File: src/rtl/ps2_pkg.sv
// Shared types and helpers for the PS/2 host receiver.
package ps2_pkg;

    typedef enum logic [1:0] {
        IDLE,
        DATA,
        PARITY,
        STOP
    } ps2_state_t;

    localparam int FRAME_DATA_BITS = 8;

    // True when data plus parity carries an odd number of ones.
    function automatic logic odd_parity_ok(input logic [FRAME_DATA_BITS-1:0] data,
                                           input logic par);
        return ^{data, par};
    endfunction

endpackage

File: src/rtl/ps2_fifo.sv
// Synchronous show-ahead FIFO. A push into a full FIFO lands only when a pop
// frees the head slot in the same cycle.
module ps2_fifo #(
    parameter int WIDTH = 8,
    parameter int DEPTH = 8
) (
    input  logic                     clock,
    input  logic                     reset,
    input  logic                     push,
    input  logic [WIDTH-1:0]         push_data,
    input  logic                     pop,
    output logic [WIDTH-1:0]         pop_data,
    output logic                     full,
    output logic                     empty,
    output logic [$clog2(DEPTH):0]   count
);

    localparam int AW = $clog2(DEPTH);

    logic [WIDTH-1:0] mem [DEPTH];
    logic [AW-1:0]    wptr;
    logic [AW-1:0]    rptr;
    logic [AW:0]      cnt;
    logic             do_push;
    logic             do_pop;

    assign empty   = (cnt == '0);
    assign full    = (cnt == (AW+1)'(DEPTH));
    assign do_pop  = pop & ~empty;
    assign do_push = push & (~full | do_pop);

    assign count    = cnt;
    assign pop_data = empty ? '0 : mem[rptr];

    always_ff @(posedge clock) begin
        if (do_push) begin
            mem[wptr] <= push_data;
        end
    end

    always_ff @(posedge clock) begin
        if (reset) begin
            wptr <= '0;
            rptr <= '0;
            cnt  <= '0;
        end else begin
            if (do_push) begin
                wptr <= wptr + 1'b1;
            end
            if (do_pop) begin
                rptr <= rptr + 1'b1;
            end
            case ({do_push, do_pop})
                2'b10:   cnt <= cnt + 1'b1;
                2'b01:   cnt <= cnt - 1'b1;
                default: cnt <= cnt;
            endcase
        end
    end

endmodule

File: src/rtl/ps2_rx.sv
// PS/2 host receiver: synchronizes the device pins, deframes 11-bit frames on
// falling ps2_clk edges and queues good scan-code bytes.
//
// state  | meaning
// IDLE   | waiting for a start bit (falls with dat=1 are idle clocking)
// DATA   | shifting in 8 data bits, LSB first
// PARITY | capturing the odd-parity bit
// STOP   | checking parity then stop bit; pushes good bytes
module ps2_rx
    import ps2_pkg::*;
#(
    parameter int FIFO_DEPTH     = 8,
    parameter int SYNC_STAGES    = 2,
    parameter int TIMEOUT_CYCLES = 4096
) (
    input  logic                          clock,
    input  logic                          reset,
    input  logic                          ps2_clk,
    input  logic                          ps2_dat,
    output logic                          rd_valid,
    input  logic                          rd_ready,
    output logic [7:0]                    rd_data,
    output logic [$clog2(FIFO_DEPTH):0]   count,
    output logic                          overflow,
    output logic                          parity_err,
    output logic                          frame_err,
    input  logic                          err_clr
);

    localparam int TW = $clog2(TIMEOUT_CYCLES);
    localparam int BW = $clog2(FRAME_DATA_BITS);
    localparam logic [TW-1:0] TLOAD    = TW'(TIMEOUT_CYCLES - 1);
    localparam logic [BW-1:0] LAST_BIT = BW'(FRAME_DATA_BITS - 1);

    logic [SYNC_STAGES-1:0]     clk_sync;
    logic [SYNC_STAGES-1:0]     dat_sync;
    logic                       prev_clk;
    logic                       sync_clk;
    logic                       sdat;
    logic                       fall;

    ps2_state_t                 state;
    logic [FRAME_DATA_BITS-1:0] shreg;
    logic [BW-1:0]              bitcnt;
    logic                       par_bit;
    logic [TW-1:0]              tcnt;

    logic                       in_stop_fall;
    logic                       par_ok;
    logic                       timeout_hit;
    logic                       push_req;
    logic                       perr_set;
    logic                       ferr_set;
    logic                       drop;
    logic                       fifo_full;
    logic                       fifo_empty;

    assign sync_clk = clk_sync[SYNC_STAGES-1];
    assign sdat     = dat_sync[SYNC_STAGES-1];
    assign fall     = prev_clk & ~sync_clk;

    assign in_stop_fall = fall & (state == STOP);
    assign par_ok       = odd_parity_ok(shreg, par_bit);
    // Timer is a down-counter reloaded on every fall; reaching zero means
    // TIMEOUT_CYCLES-1 cycles passed without an edge.
    assign timeout_hit  = (state != IDLE) & ~fall & (tcnt == '0);
    assign push_req     = in_stop_fall & sdat & par_ok;
    assign perr_set     = in_stop_fall & ~par_ok;
    assign ferr_set     = (in_stop_fall & par_ok & ~sdat) | timeout_hit;
    assign drop         = push_req & fifo_full & ~(rd_ready & ~fifo_empty);
    assign rd_valid     = ~fifo_empty;

    ps2_fifo #(
        .WIDTH (FRAME_DATA_BITS),
        .DEPTH (FIFO_DEPTH)
    ) u_fifo (
        .clock     (clock),
        .reset     (reset),
        .push      (push_req),
        .push_data (shreg),
        .pop       (rd_ready),
        .pop_data  (rd_data),
        .full      (fifo_full),
        .empty     (fifo_empty),
        .count     (count)
    );

    always_ff @(posedge clock) begin
        if (reset) begin
            clk_sync   <= '1;
            dat_sync   <= '1;
            prev_clk   <= 1'b1;
            state      <= IDLE;
            shreg      <= '0;
            bitcnt     <= '0;
            par_bit    <= 1'b0;
            tcnt       <= TLOAD;
            overflow   <= 1'b0;
            parity_err <= 1'b0;
            frame_err  <= 1'b0;
        end else begin
            clk_sync <= {clk_sync[SYNC_STAGES-2:0], ps2_clk};
            dat_sync <= {dat_sync[SYNC_STAGES-2:0], ps2_dat};
            prev_clk <= sync_clk;

            // A new error in the same cycle as err_clr keeps the flag set.
            overflow   <= (overflow   & ~err_clr) | drop;
            parity_err <= (parity_err & ~err_clr) | perr_set;
            frame_err  <= (frame_err  & ~err_clr) | ferr_set;

            if ((state == IDLE) || fall || timeout_hit) begin
                tcnt <= TLOAD;
            end else begin
                tcnt <= tcnt - 1'b1;
            end

            if (timeout_hit) begin
                state <= IDLE;
            end else if (fall) begin
                case (state)
                    IDLE: begin
                        if (!sdat) begin
                            state  <= DATA;
                            bitcnt <= '0;
                        end
                    end
                    DATA: begin
                        shreg  <= {sdat, shreg[FRAME_DATA_BITS-1:1]};
                        bitcnt <= bitcnt + 1'b1;
                        if (bitcnt == LAST_BIT) begin
                            state <= PARITY;
                        end
                    end
                    PARITY: begin
                        par_bit <= sdat;
                        state   <= STOP;
                    end
                    STOP: begin
                        state <= IDLE;
                    end
                    default: state <= IDLE;
                endcase
            end
        end
    end

endmodule
File: config.mk
export PLATFORM = sky130hd
export DESIGN_NAME = ps2_rx
export DESIGN_NICKNAME = d
export VERILOG_FILES = /design/src/rtl/ps2_pkg.sv /design/src/rtl/ps2_fifo.sv /design/src/rtl/ps2_rx.sv
export SDC_FILE = /design/constraint.sdc
export NUM_CORES = 1
export LEC_CHECK = 0
export BUFFER_PORTS_ARGS = -buffer_cell sky130_fd_sc_hd__buf_2
export CAP_MARGIN = 10
export CORE_MARGIN = 5
export CORE_UTILIZATION = 45
export DETAILED_ROUTE_END_ITERATION = 7
export SLEW_MARGIN = 10
export SYNTH_ARGS = -nofsm -noshare
export SYNTH_HDL_FRONTEND = slang
export SYNTH_SLANG_ARGS = --single-unit
File: constraint.sdc
create_clock -name clock -period 3.2 [get_ports clock]
set_clock_uncertainty 0.15 [all_clocks]
set_input_delay 0.64 -clock clock [delete_from_list [all_inputs] [get_ports clock]]
set_output_delay 0.64 -clock clock [all_outputs]
set_load 0.02 [all_outputs]
==> run summary, run 1 <==
The total die area is 12,410 um^2, and the post-synthesis net count is 359. Number of warnings printed during yosys synthesis: 0. The cell area that synthesis handed to floorplanning was 4628 um^2. During placement, the flow inserted port buffers numbering 21.

For the latest clock arrival within the worst-skew pair, the log shows 0.38 ns. The tools report the accumulated negative setup slack as 0 ns. Cell internal power was estimated by the tool at 0.001946 W. The category of the critical setup timing path is reg -> reg. The clock transition at the registers of the reported paths works out to 0.10 ns. Entering global routing, the biggest net connects 36 pins. The via count was 2,641.

The via count of the first global-routing pass is 2,620. After detailed routing, the number of vias per cell comes to 5.108. Setup slack on the critical path of the routed design comes to 0.2213 ns. Before CTS, the worst setup slack after placement is 0.1510 ns.

After Yosys synthesis, and, or, nand and nor cells account for 11.57% of the synthesized area. TritonCTS created 9 clock buffers. Synthesis inferred 111 register bits.

The tools report the sequential share of power as 61.7%. For this run, the detailed router's first-pass iteration total came to 5. For the worst flop-to-flop path, the logic depth is 10. A synthesized cell averages 13.57 um^2. The nature of the critical path startpoint was a flop. The post-detailed-route DRC marker count is 0, and the number of clock sinks is 111.

Of the total synthesized cell area, the portion taken by full adders, half adders and majority gates is 3.244%. Total count of max-transition violations in the final report: 0. The remaining global-route overflow was 0; the share of cell area taken by muxes after synthesis was 12.81%.

The fmax is 335.7 MHz, and the count of boundary I/O pins is 22. For the number of max-cap violations, the log shows 0. The synthesized netlist devotes 3.677% of its cell area to compound gates. The tools report the total track usage as 13.82%. The initial standard-cell utilization of the core was 45.44%. In this run the worst setup path begins at u_fifo.count[0]$_SDFFE_PP0P_. For the number of buffers inserted by post-CTS setup repair, the log shows 0.

The tools report the number of antenna violations at the first check in global routing as 0. The share of synthesized area in the top cell type comes to 41.52%. The critical path depth is 10. The number of buffers and inverters on the critical path is 0.

The maximum number of buffers from clock root to sink was 2. TritonCTS built the clock tree. The starting DRC count in detailed routing is 107. The origin of the critical flop-to-flop path was u_fifo.count[0]$_SDFFE_PP0P_.

Data on the critical path is required at its endpoint by 3.35 ns. Row count: 37. Counting flops with an async set or reset pin after synthesis yields a share of 0%. The final net count is 394, and the number of nets with antenna violations after detailed routing is 0. The repair_antennas step left the layout with diodes totalling 0. The worst register-to-register path ends at u_fifo.count[2]$_SDFFE_PP0P_.

The prevailing post-synth register cell was edfxtp_1. The netlist uses 48 different library cells. In the final routed layout, each cell accounts on average for 15.67 um. After clock tree synthesis, the flow added hold-fix buffers numbering 0. The analysis attributes to net switching a power of 0.0004774 W.

The largest individual stage delay along the critical path comes from the cell or3_4. The final number of hold-violating endpoints is 0. The synthesized design spends more area on one cell type than any other, namely edfxtp_1. Yosys attributes the largest share of cell area to edfxtp_1, dfxtp_1, mux4_2. In the finished design, the share of the clock period the worst path needs comes to 93.08%.

The proportion of power drawn by combinational gates is 0.8%, and the estimated wirelength of the detail-placed design is 5248 um. The first global-routing pass estimated 13,290 um of wire. The XOR/XNOR share of the synthesized area works out to 4.866%.

After filler insertion, the fill cell instance count of the layout stands at 908. Traced cell by cell, the critical path runs through or3_4 > o311a_1 > mux2i_4 > ha_1 > xor2_1 > ha_1 > a21oi_1 > xor2_1 > or3_1 > a21oi_1. The share of total power dissipated in the clock network is 37.5%. Measured against its own limit, the worst slew margin works out to 57.79%. The flow ran to the end, and the final reports show no timing, DRC or antenna violations. Hold is met by 0.2669 ns. The top cell types in the final layout, fill and taps aside, are edfxtp_1, dfxtp_1, nor2_1, nand2_1.

Relative to the synthesized area, the layout overhead comes to 12.25%. The die is 111.4 um tall. Setup violations remaining at the end of the flow were counted as 0. The worst hold path belongs to the class reg -> reg. The number of flops mapped to enable cells by yosys was 64. STA classifies the critical path endpoint as a flop.

For the number of levels the H-tree was split into, the log shows 3. IR analysis of the VDD net gives a maximum drop of 0.0002300 V. In this run the power density over the cells is 466.5 nW/um^2. For the setup slack of the worst register-to-register path, the log shows 0.22 ns. The final wirelength was 8103 um. Setup repair after global routing left no endpoint under its margin. Of the synthesized area, sequential elements account for 61.85%.

The capturing instance or port of the critical path was u_fifo.count[2]$_SDFFE_PP0P_. The switching share of power was 19.70%; the area of the core was 10,180 um^2. The analysis attributes to cell leakage a power of 1.907 nW. Clock root buffer: clkbuf_8. Leaving out fill and tap cells, the most frequent cell in the layout is edfxtp_1. The combinational family with the most area after synthesis was multiplexers.

The biggest cell delay along the critical path is 0.43 ns. The arrival time at the worst endpoint came out at 3.13 ns. The maximum fanout along the worst path is 9, and the horizontal die dimension is 111.4 um. The share of post-route cells with drive strength above 1 came out at 22.31%. Post-route minimum period: 2.979 ns. At the pin with the least slew margin, the transition time is 0.6332 ns. After technology mapping, the gate count stands at 341.

The tools report the final estimated routing congestion in global placement as 0.6851. The kind of cell with the highest combined delay along the critical path is simple AND/OR/NAND/NOR gates.
[routing by layer]
metal,vias to the layer above,track usage (%),routed length (um)
met5,-,0,0
met2,48,22.32,3834
met3,8,3.696,393
li1,1308,-,-
met1,1277,17.67,3770
met4,0,5.839,105
[cell type report]
cell class | count | area, um^2 | area share (%)
clock buffer | 10 | 127.6 | 2.457
clock inverter | 6 | 90.09 | 1.734
inverter | 9 | 33.78 | 0.6503
multi-input combinational | 207 | 1674 | 32.23
sequential | 111 | 2867 | 55.18
tap | 136 | 170.2 | 3.276
timing repair buffer | 38 | 232.7 | 4.480
[power groups by stage]
| stage | Combinational (W) | Sequential, W | Clock, W |
|---|---|---|---|
| after CTS | 0.0000203 | 0.00150 | 0.000945 |
| final | 0.0000200 | 0.00150 | 0.000908 |
| after global placement | 0.0000199 | 0.00153 | 0 |
| after global routing | 0.0000228 | 0.00150 | 0.00101 |
| after floorplan | 0.0000138 | 0.00153 | 0 |
| after detailed placement | 0.0000203 | 0.00153 | 0 |
[metrics by stage]
step	area (um^2)	power, W	util (%)	cells
2_1_floorplan	4628	0.001542	-	341
3_5_place_dp	4974	0.001549	48.83	501
4_1_cts	5191	0.002461	50.97	517
5_1_grt	5195	0.002526	51.01	517
3_3_place_gp	4974	0.001549	48.83	501
6_report	5195	0.002423	51.01	517
[cells in the mapped netlist (6+ instances only)]
library cell	instances
a21oi_1	8
clkbuf_1	8
dfxtp_1	47
edfxtp_1	64
ha_1	12
inv_1	9
mux2i_1	21
mux4_2	16
nand2_1	29
nand3_1	6
nor2_1	35
nor3_1	10
or2_2	6
xnor2_1	9
xor2_1	11
[registers in the layout, indices dropped and copies added, names as in the netlist, 2 cells and up, named ones only]
register	cells
state	2
u_fifo.mem	64
bitcnt	3
dat_sync	2
tcnt	12
clk_sync	2
u_fifo.rptr	3
u_fifo.count	4
u_fifo.wptr	3
shreg	8
[how the worst min path moves through the flow]
stage / start / end / slack [ns] / depth (start not counted)
floorplan: clk_sync[0]$_SDFF_PP1_ / clk_sync[1]$_SDFF_PP1_ / 0.24 / 1
global placement: clk_sync[0]$_SDFF_PP1_ / clk_sync[1]$_SDFF_PP1_ / 0.24 / 1
detailed placement: dat_sync[0]$_SDFF_PP1_ / dat_sync[1]$_SDFF_PP1_ / 0.25 / 1
CTS: ps2_dat / dat_sync[0]$_SDFF_PP1_ / 0.26 / 2
global route: ps2_clk / clk_sync[0]$_SDFF_PP1_ / 0.27 / 2
finish: dat_sync[0]$_SDFF_PP1_ / dat_sync[1]$_SDFF_PP1_ / 0.27 / 1
[cell families (layout without fill, tap and decap cells)]
logic type      count (synthesis)  count (layout)
compound gates                 25              25
xor+xnor                       22              22
flops                         111             111
simple gates                  110             110
mux                            38              38
buf+inv                        23              63
fa+ha+maj                      12              12
[what timing repair did]
item | CTS | global route
endpoints found under the setup margin | 0 | 1
resized for setup | 0 | 3
hold endpoints to repair | 0 | 0
No activity file was read; power rests on OpenSTA's default activity.
==> run 2, diff against run 1 <==
clock period = 3.8 ns   (was 3.2 ns; I/O delays follow)
==> run summary, run 2 (synthesis gave the netlist of run 1 again) <==
Worst-margin pin slew: 0.8085 ns (+0.1753 ns). For the total die area, the log shows 12,410 um^2 (unchanged). For the number of buffers inserted by post-CTS setup repair, the log shows 0 (unchanged). For the number of levels the H-tree was split into, the log shows 3 (unchanged).

The power density normalized to cell area works out to 390.8 nW/um^2 (-16%). Area used by multi-input combinational logic: 1674 um^2 (unchanged). The logs give 18.74% (+1.1 points) for the met1 global-route usage and 10,180 um^2 (unchanged) for the area of the core.

The critical path is of the reg -> reg type. The final number of hold-violating endpoints is 0 (unchanged), and the met3 routing resource usage after global routing is 2.446% (-1.3 points). The logs give 5124 um^2 (-1.4%) for the total non-filler cell area in the finished layout and 3.96 ns (+0.61 ns) for the worst endpoint required time.

For the final estimated routing congestion in global placement, the log shows 0.6970 (+1.7%). The run gives 0.37 ns (about the same) as the latest clock arrival within the worst-skew pair. The post-route minimum period is 3.123 ns (+0.1445 ns), and the count of hold-fix buffers inserted at cts is 0 (unchanged). Number of buffers inserted during clock tree synthesis: 9 (unchanged).

In this run the clock root is driven by a clkbuf_8. The post-detailed-route DRC marker count is 0 (unchanged), and the quantity of gates resized following cts is 0 (unchanged). The horizontal die dimension was 111.4 um (unchanged); the final net count was 386 (-2.0%). Leaving out fill and tap cells, the most frequent cell in the layout is edfxtp_1.

The tools report the worst supply voltage drop on vdd as 0.0002300 V (about the same). The logs give 2 (unchanged) for the maximum number of buffers from clock root to sink and 45.44% (unchanged) for the initial standard-cell utilization of the core. The run gives 8062 um (-0.51%) as the final wirelength. TritonCTS built the clock tree.

The final hold slack was 0.2711 ns (+0.004148 ns). Nature of the critical path startpoint: a flop. The post-detailed-placement cell area was 4913 um^2 (-1.2%). Type of element capturing the critical path: a flop. The flip-flop and latch area is 2863 um^2 (-0.13%).

The layout overhead on the synthesized area is 10.71%, and the vertical extent of the die is 111.4 um (unchanged). The number of port buffers works out to 21 (unchanged). For the via count, the log shows 2,643 (+0.076%). For the post-layout total power, the log shows 0.002002 W (-17%). For the number of setup violations in the final report, the log shows 0 (unchanged). The relative max-transition margin is 45.99% (-12 points). The run gives 928 (+2.2%) as the fill cell instance count of the final layout. The first-pass GRT wire length is 13,250 um (-0.31%).

For the row count, the log shows 37 (unchanged). The top cell types in the final layout, fill and taps aside, are edfxtp_1, dfxtp_1, nor2_1, nand2_1. Number of clock sinks: 111 (unchanged). The run gives 5249 um (about the same) as the estimated wirelength of the detail-placed design. The fmax is 320.2 MHz (-4.6%). The tools report the maximum number of pins on one net before global-route repair as 36 (unchanged). The share of post-route cells with drive strength above 1 works out to 20.11% (-2.2 points).

The routed wire length per instance is 15.84 um (+1.1%). The largest registers in the layout are u_fifo.mem x64, tcnt x12, shreg x8. The remaining global-route overflow is 0 (unchanged), and the number of flip-flops in the largest register is 64 (unchanged). The logs give 0 (unchanged) for the number of antenna violations at the first check in global routing and 13.51% (-0.31 points) for the total track usage.

The number of nets with antenna violations after detailed routing was 0 (unchanged). Class of the worst hold path: reg -> reg. The clock transition at the registers of the reported paths works out to 0.12 ns (+0.02 ns). The logs give 4 (-1) for the number of iterations in the first detailed-routing pass and 21.47% (-0.84 points) for the met2 global-route usage.

The arrival time at the worst endpoint is 3.28 ns (+0.15 ns). The via count of the first global-routing pass was 2,586 (-1.3%). The leakage power was 1.864 nW (-2.3%). The flow ran to the end, and the final reports show no timing, DRC or antenna violations. Setup repair after global routing left no endpoint under its margin. The total count of max-transition violations in the final report is 0 (unchanged), and the maximum fanout along the worst path is 10 (+1).

The final critical-path share of the clock period works out to 82.19% (-11 points). The accumulated negative setup slack was 0 ns (unchanged). For the number of max-cap violations, the log shows 0 (unchanged). The per-cell via count in the routed design is 5.193 (+1.6%), and the count of boundary I/O pins is 22 (unchanged). The global routing stage identified its most utilized layer as met2. The number of antenna cells inserted was 0 (unchanged). The starting DRC count in detailed routing came out at 62 (-42%). Ranked by flip-flop count, first place goes to u_fifo.mem.
## run 2: cell count changes in the layout (fill, tap and decap cells not counted), moves of 2 or more
cell / change
buf_4: -8
inv_8: +4
dfxtp_2: -3
bufinv_16: -2
dfxtp_1: +3
## run 2: metrics by stage
stage	utilization, %	setup WS, ns	cells
4_1_cts	50.31	0.6585	509
5_1_grt	50.31	0.4874	509
3_3_place_gp	48.24	0.7963	493
3_5_place_dp	48.24	0.6833	493
2_1_floorplan	-	0.8240	341
6_report	50.31	0.6768	509
## run 2: critical path: stages (launching register included)
cell     delay (ns)
dfxtp_1        0.53
xnor3_4        0.60
o311a_1        0.17
mux2i_4        0.31
ha_1           0.32
xor2_1         0.17
ha_1           0.16
a21oi_1        0.05
xor2_1         0.16
or3_1          0.31
a21oi_1        0.14
## run 2: cell type report
class	count	share of cell area (%)
sequential	111	55.87
inverter	9	0.6593
tap	136	3.321
clock buffer	9	2.418
multi-input combinational	207	32.67
timing repair buffer	30	3.370
clock inverter	7	1.685
## run 2: routing by layer
metal	up-vias	part of all wire, %
met3	8	2.9
met1	1304	49
met2	34	47
li1	1297	-
met4	0	1.2
met5	-	0
## run 2: worst paths after layout
kind / startpoint / end / slack [ns] / cells after the start
setup / recovery: shreg[0]$_SDFFE_PP0P_ / u_fifo.count[2]$_SDFFE_PP0P_ / 0.68 / 10
hold / removal: dat_sync[0]$_SDFF_PP1_ / dat_sync[1]$_SDFF_PP1_ / 0.27 / 1
setup reg to reg: shreg[0]$_SDFFE_PP0P_ / u_fifo.count[2]$_SDFFE_PP0P_ / 0.68 / 10
hold reg to reg: dat_sync[0]$_SDFF_PP1_ / dat_sync[1]$_SDFF_PP1_ / 0.27 / 1
## run 2: report_power, final
| part | total (W) | switching, W | internal (W) |
|---|---|---|---|
| registers | 0.00126 | 0.00000165 | 0.00126 |
| clock network | 0.000726 | 0.000452 | 0.000274 |
| logic | 0.0000162 | 0.0000111 | 0.00000508 |
| total | 0.00200 | 0.000465 | 0.00154 |
==> run 3, diff against run 2 <==
clock period = 2.5 ns   (was 3.8 ns; I/O delays follow)
==> run summary, run 3 (synthesis gave the netlist of run 1 again) <==
Latest clock arrival within the worst-skew pair: 0.36 ns (about the same). The final critical-path share of the clock period was 102.0% (+20 points). The worst setup path is captured at a flop. The tools report the number of placed instances, taps included as 524 (+6.3%).

Number of flip-flops in the largest register: 64 (unchanged). The number of buffers inserted during clock tree synthesis was 9 (unchanged). The tools report the final hold slack as 0.1688 ns (-0.1023 ns). The maximum number of pins on one net before global-route repair is 35 (-2.8%), and the worst-margin pin slew is 0.5379 ns (-0.2706 ns). For the first-pass GRT wire length, the log shows 13,740 um (+3.7%). Relative max-transition margin: 64.09% (+18 points).

The worst supply voltage drop on vdd is 0.0003189 V (+39%), and the post-detailed-route DRC marker count is 0 (unchanged). The layout overhead on the synthesized area is 19.41%, and the routed wire length per instance is 15.21 um (-4.0%). The biggest cell delay along the critical path is 0.40 ns (-0.20 ns). The worst setup margin was -0.04956 ns (-0.7263 ns). The horizontal die dimension came out at 111.4 um (unchanged). The power density normalized to cell area is 539.1 nW/um^2 (+38%), and the via count is 2,744 (+3.8%). The final reports fail on setup timing. The count of hold-fix buffers inserted at cts was 0 (unchanged); the estimated wirelength of the detail-placed design was 5653 um (+7.7%). The path class of the tightest hold or removal check is in -> reg.

The clock transition at the registers of the reported paths is 0.10 ns (-0.02 ns). Traced cell by cell, the critical path runs through xor2_2 > xnor3_2 > mux2i_4 > ha_4 > xor2_1 > ha_2 > a21oi_2 > xor2_1 > or3_1 > a21oi_2. The logs give -0.04956 ns (-0.04956 ns) for the accumulated negative setup slack and 1 (+1) for the number of setup violations in the final report. The run gives 8229 um (+2.1%) as the final wirelength. The final standard cell count with taps included and fillers excluded was 541 (+6.3%); the number of iterations in the first detailed-routing pass was 4 (unchanged). The logs give 2,794 (+8.0%) for the via count of the first global-routing pass and 111 (unchanged) for the number of clock sinks.

Setup slack of the worst register-to-register path: -0.05 ns (-0.73 ns). The run finished, with violations left. The number of antenna violations at the first check in global routing is 0 (unchanged), and the final number of hold-violating endpoints is 0 (unchanged). Most flop-heavy register: u_fifo.mem.

The leading cell type in the layout, fill and taps excluded is edfxtp_1. The library cells used most frequently in the layout, excluding fill and tap cells, are edfxtp_1, dfxtp_1, buf_4, nor2_1, nand2_1. The number of nets with antenna violations after detailed routing was 0 (unchanged).

Number of levels the H-tree was split into: 3 (unchanged). STA classifies the critical path startpoint as a flop. The per-cell via count in the routed design was 5.072 (-2.3%).

In this design, the largest share of critical-path delay is due to XOR/XNOR gates. The post-route minimum period works out to 2.550 ns (-0.5737 ns). The total count of max-transition violations in the final report was 0 (unchanged). CTS placed an instance of clkbuf_8 at the clock tree root.

The worst-path cell with the longest stage delay was xnor3_2. TritonCTS built the clock tree. The vertical extent of the die is 111.4 um (unchanged). The final net count came out at 418 (+8.3%).

The tools report the starting DRC count in detailed routing as 101 (+63%). The maximum fanout along the worst path works out to 2 (-8). The number of max-cap violations was 0 (unchanged). Row count: 37 (unchanged). The leakage power was 2.030 nW (+8.9%). The tools report the fmax as 392.2 MHz (+23%). The run gives 54.26% (+4.0 points) as the final design utilization.

By startpoint and endpoint, the worst setup path is classified as reg -> reg. The number of port buffers is 21 (unchanged). In the final layout, the registers with the most flip-flops are u_fifo.mem x64, tcnt x12, shreg x8. The share of post-route cells with drive strength above 1 was 31.36% (+11 points); the maximum number of buffers from clock root to sink was 2 (unchanged). The tools report the count of boundary I/O pins as 22 (unchanged). The total track usage came out at 13.76% (+0.25 points). Total non-filler cell area in the finished layout: 5527 um^2 (+7.9%). Setup repair after global routing could not meet its margin everywhere. The final estimated routing congestion in global placement was 0.7377 (+5.8%); the arrival time at the worst endpoint was 2.69 ns (-0.59 ns). The initial standard-cell utilization of the core came out at 45.44% (unchanged). The logs give 5251 um^2 (+6.9%) for the post-detailed-placement cell area and 12,410 um^2 (unchanged) for the total die area. The remaining global-route overflow was 0 (unchanged). The logs give 0 (unchanged) for the number of antenna cells inserted and 2.64 ns (-1.32 ns) for the worst endpoint required time.

The area of the core is 10,180 um^2 (unchanged), and the number of buffers and inverters on the critical path is 0 (unchanged).
-- run 3: cell count changes in the layout (fill, tap and decap cells not counted), sizes merged --
cell      delta
buf         +31
clkbuf       +4
inv          -4
clkinvlp     +1
-- run 3: through the flow --
step,total power [W],setup WS [ns]
2_1_floorplan,0.001973,-0.2967
3_3_place_gp,0.001984,-0.04168
3_5_place_dp,0.001985,-0.09862
4_1_cts,0.003024,-0.06914
5_1_grt,0.003096,-0.1814
6_report,0.002980,-0.04956
-- run 3: timing repair --
item,in CTS,in global routing
endpoints found under the setup margin,5,38
pin swaps,6,3
resized for setup,7,9
buffers inserted,0,0
gates cloned,0,1
-- run 3: per-layer routing --
metal	global-route usage [%]	up-vias	wire, um
met5	0	-	0
met4	4.866	0	107
met3	2.609	10	287
met2	22.88	30	3966
met1	18.17	1349	3867
li1	-	1355	-
-- run 3: power by group --
group | total, W | internal (W) | leakage [nW] | switching [W]
sequential | 0.00191 | 0.00191 | 0.978 | 0.00000186
combinational | 0.0000296 | 0.0000108 | 0.955 | 0.0000188
clock | 0.00104 | 0.000441 | 0.0972 | 0.000597
-- run 3: worst reg2reg max path, delay by kind of cell (launching register included) --
family | cells | cell delay, ns
DFF | 1 | 0.39
AOI/OAI and AO/OA | 2 | 0.15
and+or+nand+nor | 1 | 0.32
adders and majority gates | 2 | 0.37
muxes | 1 | 0.22
xor gates and xnor gates | 4 | 0.89
-- run 3: final cells by class --
type                    instances  area [um^2]
fillers                       874         4658
flip-flops and latches        111         2878
multi-input cells             207         1758
repair buffers                 62        493.0
well taps                     136        170.2
clock buffers                  12        157.7
clock inverters                 4        36.28
inverters                       9        33.78
-- run 3: path summary, 6_finish.rpt --
kind | depth (start not counted) | from | endpoint
min reg2reg | 1 | clk_sync[0]$_SDFF_PP1_ | clk_sync[1]$_SDFF_PP1_
max reg2reg | 10 | shreg[3]$_SDFFE_PP0P_ | u_fifo.count[2]$_SDFFE_PP0P_
min | 2 | ps2_clk | clk_sync[0]$_SDFF_PP1_
max | 10 | shreg[3]$_SDFFE_PP0P_ | u_fifo.count[2]$_SDFFE_PP0P_
